`src/rtl/csm51a_pkg.sv`:
```
// ---------------------------------------------------------------------------
// csm51a_pkg
// Shared definitions for the 2-bit symbol link (transmitter and detector
// bench): FSM state encodings and the idle symbol value.
// ---------------------------------------------------------------------------
package csm51a_pkg;

  localparam logic [1:0] S_IDLE = 2'd0;
  localparam logic [1:0] S_SEND = 2'd1;
  localparam logic [1:0] S_GAP  = 2'd2;

  // Symbol driven on x1/x0 whenever no frame symbol is present.
  localparam logic [1:0] SYM_IDLE = 2'b00;

  typedef enum logic [1:0] {
    ST_IDLE = S_IDLE,
    ST_SEND = S_SEND,
    ST_GAP  = S_GAP
  } state_t;

endpackage

```
`src/rtl/csm51a_sym_shreg.sv`:
```
// ---------------------------------------------------------------------------
// csm51a_sym_shreg
// Parallel-load shift register holding NSYM 2-bit symbols. Symbol 0 sits in
// the low two bits and is presented on o_sym; each shift moves the next
// symbol down and fills the top with idle symbols.
// Ports:
//   i_clock    rising-edge clock
//   i_clear_n  asynchronous active-low clear
//   i_load     load i_data (has priority over shift)
//   i_shift    shift right by one symbol
//   i_data     parallel frame, 2*NSYM bits
//   o_sym      current symbol (low two bits of the register)
// ---------------------------------------------------------------------------
module csm51a_sym_shreg
  import csm51a_pkg::*;
#(
  parameter int NSYM = 8
) (
  input  logic              i_clock,
  input  logic              i_clear_n,
  input  logic              i_load,
  input  logic              i_shift,
  input  logic [2*NSYM-1:0] i_data,
  output logic [1:0]        o_sym
);

  logic [2*NSYM-1:0] r_data;

  // Symbol storage: load wins over shift; zeros shift in from the top.
  always_ff @(posedge i_clock or negedge i_clear_n) begin
    if (!i_clear_n) begin
      r_data <= {NSYM{SYM_IDLE}};
    end else if (i_load) begin
      r_data <= i_data;
    end else if (i_shift) begin
      r_data <= r_data >> 2;
    end else begin
      r_data <= r_data;
    end
  end

  assign o_sym = r_data[1:0];

endmodule

```
`src/rtl/csm51a_symbol_tx.sv`:
```
// ---------------------------------------------------------------------------
// csm51a_symbol_tx
// Transmit end of the 2-bit symbol link. Accepts a frame of up to NSYM
// symbols over valid/ready, sends one symbol per clock on x1/x0, then sends
// GAP_CYCLES idle cycles, pulses done and bumps frames_sent.
// Ports:
//   clock, clear_n     clock and asynchronous active-low reset
//   load_valid/ready   frame handshake (ready only in IDLE)
//   load_data          symbols, symbol i = load_data[2i+1:2i], 0 sent first
//   load_len           symbol count, clamped to NSYM, 0 = gap only
//   x1, x0             current symbol (registered, 0 outside a frame)
//   sym_valid          x1/x0 carry a frame symbol
//   busy               not in IDLE
//   done               one-cycle pulse in the first IDLE cycle after a gap
//   frames_sent        completed-frame count, wraps at 255
// ---------------------------------------------------------------------------
module csm51a_symbol_tx
  import csm51a_pkg::*;
#(
  parameter int NSYM       = 8,
  parameter int GAP_CYCLES = 2,
  parameter int LENW       = $clog2(NSYM + 1)
) (
  input  logic              clock,
  input  logic              clear_n,
  input  logic              load_valid,
  output logic              load_ready,
  input  logic [2*NSYM-1:0] load_data,
  input  logic [LENW-1:0]   load_len,
  output logic              x1,
  output logic              x0,
  output logic              sym_valid,
  output logic              busy,
  output logic              done,
  output logic [7:0]        frames_sent
);

  // Gap counter holds GAP_CYCLES-1 down to 0.
  localparam int GW = (GAP_CYCLES > 1) ? $clog2(GAP_CYCLES) : 1;

  state_t            r_state;
  logic [LENW-1:0]   r_cnt;
  logic [GW-1:0]     r_gap;
  logic              r_sym_valid;
  logic              r_done;
  logic [7:0]        r_frames;

  logic [LENW-1:0]   w_len;
  logic [2*NSYM-1:0] w_frame;
  logic              w_accept;
  logic              w_shift;
  logic [1:0]        w_sym;

  assign w_accept = load_valid && (r_state == ST_IDLE);
  assign w_shift  = (r_state == ST_SEND);

  // Clamp the length and blank symbols beyond it, so the shift register
  // empties to idle symbols exactly when the last symbol has been sent.
  always_comb begin
    w_len   = load_len;
    w_frame = '0;
    if (load_len > LENW'(NSYM)) begin
      w_len = LENW'(NSYM);
    end else begin
      w_len = load_len;
    end
    for (int i = 0; i < NSYM; i++) begin
      if (LENW'(i) < w_len) begin
        w_frame[2*i +: 2] = load_data[2*i +: 2];
      end else begin
        w_frame[2*i +: 2] = SYM_IDLE;
      end
    end
  end

  csm51a_sym_shreg #(
    .NSYM (NSYM)
  ) u_shreg (
    .i_clock   (clock),
    .i_clear_n (clear_n),
    .i_load    (w_accept),
    .i_shift   (w_shift),
    .i_data    (w_frame),
    .o_sym     (w_sym)
  );

  // Frame sequencing FSM with registered sym_valid/done/frame counter.
  always_ff @(posedge clock or negedge clear_n) begin
    if (!clear_n) begin
      r_state     <= ST_IDLE;
      r_cnt       <= '0;
      r_gap       <= '0;
      r_sym_valid <= 1'b0;
      r_done      <= 1'b0;
      r_frames    <= 8'd0;
    end else begin
      r_done <= 1'b0;
      case (r_state)
        ST_IDLE: begin
          if (w_accept) begin
            if (w_len != '0) begin
              r_state     <= ST_SEND;
              r_cnt       <= w_len;
              r_sym_valid <= 1'b1;
            end else begin
              r_state     <= ST_GAP;
              r_gap       <= GW'(GAP_CYCLES - 1);
              r_sym_valid <= 1'b0;
            end
          end else begin
            r_sym_valid <= 1'b0;
          end
        end
        ST_SEND: begin
          r_cnt <= r_cnt - LENW'(1);
          // Edge after the last symbol: enter the gap.
          if (r_cnt == LENW'(1)) begin
            r_state     <= ST_GAP;
            r_gap       <= GW'(GAP_CYCLES - 1);
            r_sym_valid <= 1'b0;
          end else begin
            r_sym_valid <= 1'b1;
          end
        end
        ST_GAP: begin
          r_sym_valid <= 1'b0;
          if (r_gap == '0) begin
            r_state  <= ST_IDLE;
            r_done   <= 1'b1;
            r_frames <= r_frames + 8'd1;
          end else begin
            r_gap <= r_gap - GW'(1);
          end
        end
        default: begin
          r_state     <= ST_IDLE;
          r_sym_valid <= 1'b0;
        end
      endcase
    end
  end

  assign load_ready  = (r_state == ST_IDLE);
  assign busy        = (r_state != ST_IDLE);
  assign x1          = w_sym[1];
  assign x0          = w_sym[0];
  assign sym_valid   = r_sym_valid;
  assign done        = r_done;
  assign frames_sent = r_frames;

endmodule

```
`config.mk`:
```
export PLATFORM = sky130hd
export DESIGN_NAME = csm51a_symbol_tx
export DESIGN_NICKNAME = d
export VERILOG_FILES = /design/src/rtl/csm51a_pkg.sv /design/src/rtl/csm51a_sym_shreg.sv /design/src/rtl/csm51a_symbol_tx.sv
export SDC_FILE = /design/constraint.sdc
export NUM_CORES = 1
export LEC_CHECK = 0
export ABC_AREA = 1
export CORE_ASPECT_RATIO = 0.9
export CORE_UTILIZATION = 50
export DETAILED_ROUTE_END_ITERATION = 7
export PLACE_DENSITY = 0.76
export RECOVER_POWER = 25
export SLEW_MARGIN = 10
export SYNTH_ARGS = -nofsm -noshare
export SYNTH_HDL_FRONTEND = slang
export SYNTH_SLANG_ARGS = --single-unit
```
`constraint.sdc`:
```
create_clock -name clock -period 1.6 [get_ports clock]
set_input_delay 0.32 -clock clock [delete_from_list [all_inputs] [get_ports clock]]
set_output_delay 0.32 -clock clock [all_outputs]
set_load 0.02 [all_outputs]
```
Yosys cells after proc, flatten, opt, wreduce, memory -nomap -nowiden
Index checks and enable logic that the tools add are counted.
Widths: inputs -> output; s select.
{ "classes": {"addsub": 3, "magnitude_cmp": 9, "eq_ne": 8, "muxes": 30, "bitwise_logic": 1, "n_reduce_logical": 11} }
{ "op_table": {"columns": ["op", "n"], "rows": [
  ["$mux 16", 2],
  ["$mux 2", 12],
  ["$lt 3x4->1 const A", 4],
  ["$mux 4", 3],
  ["$mux 1", 9],
  ["$add 8x1->8 const B", 1],
  ["$lt 1x4->1 const A", 2],
  ["$lt 2x4->1 const A", 2],
  ["$pmux 4 s2", 1],
  ["$ne 2x2->1 const B", 3],
  ["$pmux 2 s3", 1],
  ["$reduce_and 3->1", 2],
  ["$reduce_bool 2->1", 3],
  ["$eq 4x1->1 const B", 1],
  ["$gt 4x4->1 const B", 1],
  ["$ne 2x1->1 const B", 2],
  ["$reduce_and 4->1", 1],
  ["$reduce_bool 4->1", 1],
  ["$sub 4x1->4 const B", 1],
  ["$pmux 1 s3", 1],
  ["$reduce_bool 3->1", 1],
  ["$eq 2x1->1 const B", 1],
  ["$eq 2x2->1 const B", 1],
  ["$logic_not 2->1", 1],
  ["other kinds (5)", 5]
]} }
{ "word_totals": {"ff_bits": 33, "in_bits": 23, "output_inout_bits": 14, "word_cells": 69} }

Depth between registers and ports, before layout
Gate-level depths: netlist (run 1).
{ "depth": {"ltp_word": 6, "depth_mapped": 7} }

Modules after synthesis
A second synthesis (run 1) with hierarchy kept.
{ "hier_totals": {"hier_cells": 249, "hier_area_um2": 1855.5} }
{ "by_module_without_submodules": {"columns": ["module", "n_inst", "cells_each", "area_each_um2", "seq_area_each_um2"], "rows": [
  ["csm51a_symbol_tx", 1, 162, 1111.1, 425.4],
  ["csm51a_sym_shreg", 1, 87, 744.5, 400.4]
]} }

Worst setup path after synthesis (run 1)
No wires, ideal clock.
{ "synth_path": {"path_kind": "reg-to-reg", "start": "register r_frames[0], in the netlist frames_sent[0]", "end": "register r_frames[4], in the netlist frames_sent[4]", "arrival_ns": 1.111, "t_required_ns": 1.473, "slack_ns": 0.363, "stages_incl_launch_ff": 6, "n_path_buf": 0, "period_less_slack_ns": 1.237, "cell_sequence": "dfrtp_1 -> ha_1 -> nand3_1 -> xor2_1 -> nand2_1 -> o21ai_0"} }
{ "synth_via": {"elab_chain_cells": 1} }
{ "synth_rtl": {"columns": ["item", "line_no", "text"], "rows": [
  ["from (decl)", "csm51a_symbol_tx.sv:46", "logic [7:0] r_frames;"],
  ["from (signal assigned)", "csm51a_symbol_tx.sv:130", "r_frames <= r_frames + 8'd1;"],
  ["$add 8x1->8", "csm51a_symbol_tx.sv:130", null]
]} }
Every way passes these cells.
A chain may end at the register's enable or synchronous reset.

Final worst setup path (run 1)
{ "layout_path": {"start": "register u_shreg.r_data[0]", "end": "output port x0"} }
{ "layout_rtl": {"columns": ["item", "line_no", "text"], "rows": [
  ["from (decl)", "csm51a_sym_shreg.sv:27", "logic [2*NSYM-1:0] r_data;"],
  ["from (signal assigned)", "csm51a_sym_shreg.sv:32", "r_data <= {NSYM{SYM_IDLE}};"],
  ["from (signal assigned)", "csm51a_sym_shreg.sv:34", "r_data <= i_data;"],
  ["from (signal assigned)", "csm51a_sym_shreg.sv:36", "r_data <= r_data >> 2;"],
  ["to (decl)", "csm51a_symbol_tx.sv:31", "output logic x0,"]
]} }
No word-level cell between the ends.

==> results.md, run 1 <==
* Flops & latches, synth at 33
* Worst r2r src: r_state[1]$_DFFE_PN0P_
* Area used by sequential logic in the layout at between 800 and 900 um2
* Clock transition at the registers of the reported paths at about 0.070 ns
* Startpoint kind of the worst setup timing path: register
* Sw Share at roughly two fifths
* Vias in the first global route at between 1.5k and 2k
* FILL cells at 235
* Worst stage delay on the critical path at 0.60 ns
* Count of unresolved DRC violations after routing at 0
* Site Rows at 19
* Detailed Routing Iterations Pass 1 at 4
* Synthesized cell area at 0.00172 mm2
* Critical path peak fanout at 2
* Mapped Nets at about 240
* Part of the power in combinational logic at a little under half
* Deepest level of the CTS H-tree at 2
* CP top delay family: buffers and inverters
* Leakage at approximately 1.1 nW
* Buffer and inverter count on the worst path at 1
* Aggregate routed wire length at between 4000 and 5000 um
* Source-to-sink clock delay at the later pin of the worst-skew pair at around 0.28 ns
* Detail Route met2 WL at between 1500 and 2000 um
* Largest buffer count on any clock path at 2
* Power density relative to cell area at between 1500 and 2000 mW/mm2
* Routability-driven placement congestion ratio at between 0.8 and 0.9
* TritonCTS clock tree: yes
* Overall track demand over capacity in global routing at approximately a quarter
* Dpl cell area at 0.00218 mm2
* Via count of the routed design at ~1.6k
* Total of max-cap violations at 0
* Overall power of the completed layout at between 3 and 4 mW
* Die Outline Area at 0.00367 mm2
* Final number of max-transition violations at 0
* Count of routing violations after the opening detailed-route iteration at ~120
* Proportion of layout cells with a drive suffix above 1 at roughly 10%
* Most common cell after layout, fill and taps aside: sky130_fd_sc_hd__nand2_1
* Setup repair after global routing missed its margin: no
* Startpoint-to-endpoint class of the critical path: register to output pin
* Sequential element share of the synthesized area at between 40% and 50%
* Total number of clock tree sinks at 33
* Met3 WL at 129 um
* Highest metal layer with signal wires: met4
* Die Span Y at 57.6 um
* Most frequent cells in the layout: sky130_fd_sc_hd__nand2_1, sky130_fd_sc_hd__dfrtp_1, sky130_fd_sc_hd__nand3_1
* Area inside the core boundary at about 0.0032 mm2
* Post-CTS setup repair buffer count at 0
* DP Wirelength at 2940 um
* Effective utilization at floorplan at 54.3%
* Final clock period utilization by the worst path at between 90 and 100%
* Worst max-slew margin expressed relative to the limit at between 40% and 50%
* Final-stage net count at approximately 290
* Width of the die at 63.7 um
* Wire length of the first global-routing pass at 7160 um
* Crit. End Element: output pin
* Setup skew after layout at 0.00385 ns
* Run status: completed
* Area added between synthesis and finish at 31.2%
* Post-synthesis instance total at ~210
* Mean area per synthesized cell at roughly 8.1 um2
* Number of setup violations in the final report at 0
* Post-layout minimum cycle time at between 1.5 and 2 ns
* Initial antenna violation count at 0
* Measured slew at the worst slew-check pin at between 0.8 and 0.9 ns
* List of cells traversed by the critical path: clkdlybuf4s50_1
* Per-cell via count in the routed design at around 5.2
* Post-detailed-route wirelength per cell at ~13 um
* Overflow after GRT at 0
* Number of warnings reported in the yosys synthesis log at 0
* Post-route antenna net violation count at 0
* Total I/O pin count at 37
* Fraction of power consumed by the clock network at ~16%
* Worst hold path startpoint: frames_sent[7]$_DFFE_PN0P_
* Required time worst endpoint at between 1 and 1.5 ns
* Ant. Diodes at 0
* Clock buffer count from CTS at 5
* Classification of the worst-slack hold path: register to register
* Area of the multi-input gates at about 770 um2
* Number of hold-repair buffers added at the cts stage at 0
* Number of distinct standard cells referenced by the synthesized netlist at 22
* Fmax at between 600 and 700 MHz
* Critical Path Start: u_shreg.r_data[0]$_DFFE_PN0P_
* Crit path max-delay cell type: sky130_fd_sc_hd__clkdlybuf4s50_1
* Root buffer cell: sky130_fd_sc_hd__clkbuf_8
* Pin count of the biggest net entering global routing at 34
* Final hold violations at 0
* Post-route met1 wirelength at about 2000 um
* CP arrival at ~1.2 ns
* Sum Neg Setup Slack at 0 ns
* Cell-internal power at ~2.3 mW
* Net switching power figure at between 1.5 and 2 mW
* Portion of total power attributed to sequential cells at a little under two fifths
* Maximum VDD drop at between 1000 and 1500 uV
* Port buffer count at 36
* Design area at about 0.0023 mm2
repair_timing:
| item | 4_1_cts | 5_1_grt |
|---|---|---|
| endpoints found under the setup margin | 8 | 2 |
| pin swaps | 0 | 0 |
| gates resized for setup | 9 | 2 |
cell usage after synthesis (all sizes together):
| cell | instances | area, um2 |
|---|---|---|
| o21ai | 14 | 73.8 |
| xor2 | 3 | 26.3 |
| nand2 | 64 | 255 |
| nand3 | 29 | 150 |
| inv | 23 | 86.3 |
| xnor2 | 2 | 17.5 |
| ha | 3 | 37.5 |
| buf | 4 | 37.5 |
| o21bai | 2 | 15.0 |
| a22oi | 2 | 15.0 |
| nand4 | 3 | 18.8 |
| nor2 | 19 | 86.3 |
| dfrtp | 33 | 826 |
| o211ai | 4 | 30.0 |
| a21oi | 8 | 40.0 |
through the flow:
stage	setup WS, ns	hold slack (ns)	utilization (%)	std cells
final	0.0496	0.495	71.2	303
after global routing	0.00393	0.530	71.2	303
after CTS	0.00766	0.410	71.5	303
after detailed placement	0.0255	0.473	69.1	296
after global placement	0.0420	0.479	69.1	296
after floorplan	0.363	0.0244	-	213
path summary, 6_finish.rpt:
path / endpoint / slack, ns / depth (start not counted)
min reg2reg: frames_sent[7]$_DFFE_PN0P_ / 0.50 / 2
max reg2reg: r_gap$_DFFE_PN0P_ / 0.24 / 7
min in group asynchronous: u_shreg.r_data[2]$_DFFE_PN0P_ / 0.67 / 2
min: frames_sent[7]$_DFFE_PN0P_ / 0.50 / 2
max in group asynchronous: r_state[1]$_DFFE_PN0P_ / 0.37 / 2
max: x0 / 0.05 / 1
cells by family (layout without fill, tap and decap cells):
logic type | after synthesis | after routing | share of synthesized area [%]
and+or+nand+nor | 115 | 115 | 29.8
buffers and inverters | 27 | 75 | 7.22
xor gates and xnor gates | 5 | 5 | 2.55
AOI/OAI and AO/OA | 30 | 30 | 10.1
adders and majority gates | 3 | 3 | 2.19
DFF | 33 | 33 | 48.1
area by class of cell:
cell class / instances / area share [%]
inverter: 23 / 3.84
clock buffer: 7 / 3.84
sequential: 33 / 36.7
tap: 42 / 2.33
multi-input combinational: 153 / 34.0
timing repair buffer: 45 / 19.2
power groups by stage:
stage               combinational, mW  clock [mW]  sequential (mW)
floorplan                        1.07           0             1.52
global placement                 1.77           0             1.44
detailed placement               1.82           0             1.46
CTS                              1.79       0.640             1.45
global route                     1.99       0.682             1.49
finish                           1.77       0.630             1.45
sequential cells by signal (all words and copies together), names as in the netlist:
signal	count
r_state	2
r_gap	1
frames_sent	8
sym_valid	1
done	1
u_shreg.r_data	16
r_cnt	4
routing by layer:
layer / track usage, % / up-vias
met4: 11.4 / 0
met3: 5.80 / 9
li1: - / 787
met5: 0 / -
met1: 33.9 / 742
met2: 42.2 / 32
Note: power is estimated with default switching activity, not from simulation.
==> run 2: changes to the inputs <==
--- a/config.mk
+++ b/config.mk
@@ -6,7 +6,7 @@
 export NUM_CORES = 1
 export LEC_CHECK = 0
 export ABC_AREA = 1
-export CORE_ASPECT_RATIO = 0.9
+export CORE_ASPECT_RATIO = 1.1
 export CORE_UTILIZATION = 50
 export DETAILED_ROUTE_END_ITERATION = 7
 export PLACE_DENSITY = 0.76
==> results.md, run 2 (synthesis results as in run 1) <==
* Crit. End Element: output pin
* Largest buffer count on any clock path at 2 (unchanged)
* Capture point of the worst reg-to-reg path: r_state[1]$_DFFE_PN0P_
* Clock transition at the registers of the reported paths at 0.09 ns (+0.02 ns)
* Final-stage net count at 292 (+1.7%)
* Worst max-slew margin expressed relative to the limit at 46.6% (+1.6 points)
* Sum Neg Setup Slack at 0 ns (unchanged)
* Pin count of the biggest net entering global routing at 34 (unchanged)
* Final hold violations at 0 (unchanged)
* Final number of max-transition violations at 0 (unchanged)
* Buffer and inverter count on the worst path at 1 (unchanged)
* Cell-internal power at 2.08 mW (-8.1%)
* CP top delay family: flip-flops
* Run status: finished, violations left
* Critical path endpoint: load_ready
* Worst stage delay on the critical path at 0.43 ns (-0.17 ns)
* Critical path peak fanout at 3 (+1)
* Violated checks: DRC
* Setup repair after global routing missed its margin: no
* Routability-driven placement congestion ratio at 0.842 (-4.9%)
* Port buffer count at 36 (unchanged)
* Power density relative to cell area at 1610 mW/mm2 (-6.1%)
* Count of routing violations after the opening detailed-route iteration at 65 (-45%)
* Net switching power figure at 1.50 mW (-5.9%)
* Worst r2r src: r_state[1]$_DFFE_PN0P_
* Ant. Diodes at 0 (unchanged)
* Overall track demand over capacity in global routing at 23.1% (-3.0 points)
* Startpoint-to-endpoint class of the critical path: register to output pin
* Post-layout minimum cycle time at 1.51 ns (-0.0400 ns)
* List of cells traversed by the critical path: nor2_4 -> clkdlybuf4s15_1
* Die Span Y at 63.4 um (+10%)
* Most common cell after layout, fill and taps aside: sky130_fd_sc_hd__nand2_1
* Post-detailed-route wirelength per cell at 11.9 um (-11%)
* FILL cells at 279 (+19%)
* Overflow after GRT at 0 (unchanged)
* Detailed Routing Iterations Pass 1 at 6 (+2)
* Via count of the routed design at 1559 (-0.70%)
* Site Rows at 21 (+2)
* Width of the die at 57.8 um (-9.2%)
* Post-CTS setup repair buffer count at 0 (unchanged)
* Worst setup slack for register-to-register paths at 0.26 ns (+0.02 ns)
* Aggregate routed wire length at 3590 um (-11%)
* Most frequent cells in the layout: sky130_fd_sc_hd__nand2_1, sky130_fd_sc_hd__dfrtp_1, sky130_fd_sc_hd__nand3_1
* DP Wirelength at 2650 um (-9.8%)
* Portion of total power attributed to sequential cells at 38.7% (+1.0 points)
* Number of flip-flops in the largest register at 16 (unchanged)
* Source-to-sink clock delay at the later pin of the worst-skew pair at 0.34 ns (+0.06 ns)
* Count of unresolved DRC violations after routing at 2 (+2)
* Effective utilization at floorplan at 54.4% (+0.15 points)
* Fraction of power consumed by the clock network at 12.2% (-4.1 points)
* Number of hold-repair buffers added at the cts stage at 0 (unchanged)
* Register-to-Register Path Depth at 7 (unchanged)
* Total I/O pin count at 37 (unchanged)
* Proportion of layout cells with a drive suffix above 1 at 11.2% (+1.3 points)
* Wire length of the first global-routing pass at 6410 um (-10%)
* Overall power of the completed layout at 3.58 mW (-7.2%)
* Deepest level of the CTS H-tree at 2 (unchanged)
* Final clock period utilization by the worst path at 94.4% (-2.5 points)
* Root buffer cell: sky130_fd_sc_hd__clkbuf_4
* Critical Path Start: r_state[0]$_DFFE_PN0P_
* Clock buffer count from CTS at 5 (unchanged)
* Sw Share at 41.9% (+0.58 points)
* Area inside the core boundary at 0.00315 mm2 (-0.28%)
* Die Outline Area at 0.00367 mm2 (about the same)
* Post-route antenna net violation count at 0 (unchanged)
* Initial antenna violation count at 0 (unchanged)
* Area added between synthesis and finish at 29.7%
* Total number of clock tree sinks at 33 (unchanged)
* Leakage at 1.14 nW (+0.56%)
* Vias in the first global route at 1536 (-4.2%)
* Startpoint kind of the worst setup timing path: register
* Number of setup violations in the final report at 0 (unchanged)
* Per-cell via count in the routed design at 5.18 (about the same)
* Setup skew after layout at 0.00466 ns (+0.000807 ns)
* Measured slew at the worst slew-check pin at 0.801 ns (-0.0234 ns)
* Classification of the worst-slack hold path: register to register
* Maximum VDD drop at 858 uV (-22%)
* Required time worst endpoint at 1.28 ns (about the same)
* TritonCTS clock tree: yes
* Crit. path cell count at 2 (+1)
* Register with the highest flop count: u_shreg.r_data
* Part of the power in combinational logic at 49.1% (+3.2 points)
* Total of max-cap violations at 0 (unchanged)
* CP arrival at 1.19 ns (-0.04 ns)
* Fmax at 662 MHz (+2.6%)
* Crit path max-delay cell type: sky130_fd_sc_hd__dfrtp_1
run 2: cell count changes in the layout (fill, tap and decap cells not counted), moves of 2 or more:
cell / before / now
sky130_fd_sc_hd__clkbuf_8: 6 / 0
sky130_fd_sc_hd__clkdlybuf4s50_1: 25 / 21
sky130_fd_sc_hd__clkbuf_1: 1 / 3
sky130_fd_sc_hd__dlygate4sd2_1: 8 / 10
sky130_fd_sc_hd__buf_4: 7 / 13
sky130_fd_sc_hd__clkbuf_4: 0 / 5
sky130_fd_sc_hd__clkdlybuf4s15_1: 0 / 2
run 2: worst min-delay path, cell delays in order, from the launching register on:
cell,delay [ns]
sky130_fd_sc_hd__dfrtp_1,0.35
sky130_fd_sc_hd__nand2_1,0.05
sky130_fd_sc_hd__o21ai_0,0.06
run 2: stage by stage:
step                      std cells  hold WS [ns]  worst slack, ns  area (um2)  utilization (%)
after global routing            301         0.531           0.0108        2220             70.6
after global placement          293         0.468           0.0574        2200             69.7
after detailed placement        293         0.478           0.0555        2200             69.7
after floorplan                 213        0.0244            0.363        1720                -
after CTS                       301         0.335         0.000688        2230             70.8
final                           301         0.497           0.0896        2220             70.6
run 2: layer usage:
| metal | global-route usage (%) | up-vias | wire length (um) |
|---|---|---|---|
| li1 | - | 796 | - |
| met1 | 26.4 | 712 | 1560 |
| met2 | 39.5 | 42 | 1770 |
| met3 | 7.39 | 9 | 182 |
| met4 | 8.93 | 0 | 79 |
| met5 | 0 | - | 0 |
run 2: cell type report:
class / count / area [um2] / share of cell area [%]
inverters: 23 / 86.3 / 3.88
repair buffers: 50 / 455 / 20.5
clock buffers: 8 / 48.8 / 2.19
multi-input cells: 153 / 766 / 34.4
flip-flops and latches: 33 / 826 / 37.1
well taps: 34 / 42.5 / 1.91
run 2: how the worst min path moves through the flow:
stage / from / end / slack, ns / depth (start not counted)
after global placement: u_shreg.r_data[14]$_DFFE_PN0P_ / u_shreg.r_data[14]$_DFFE_PN0P_ / 0.47 / 2
after global routing: u_shreg.r_data[2]$_DFFE_PN0P_ / u_shreg.r_data[2]$_DFFE_PN0P_ / 0.53 / 2
after floorplan: clear_n / done$_DFF_PN0_ / 0.02 / 0
final: u_shreg.r_data[15]$_DFFE_PN0P_ / u_shreg.r_data[15]$_DFFE_PN0P_ / 0.50 / 2
after detailed placement: u_shreg.r_data[3]$_DFFE_PN0P_ / u_shreg.r_data[3]$_DFFE_PN0P_ / 0.48 / 2
after CTS: clear_n / frames_sent[1]$_DFFE_PN0P_ / 0.34 / 2
run 2: repair_timing:
action	in CTS	in global routing
cloned	0	0
endpoints found under the setup margin	12	4
gates resized for setup	12	5
run 2: power groups by stage:
stage	registers (mW)	logic [mW]	clock network [mW]
after floorplan	1.52	1.07	0
after global placement	1.39	1.79	0
after detailed placement	1.40	1.83	0
after CTS	1.38	1.77	0.459
after global routing	1.43	1.98	0.494
final	1.38	1.76	0.437
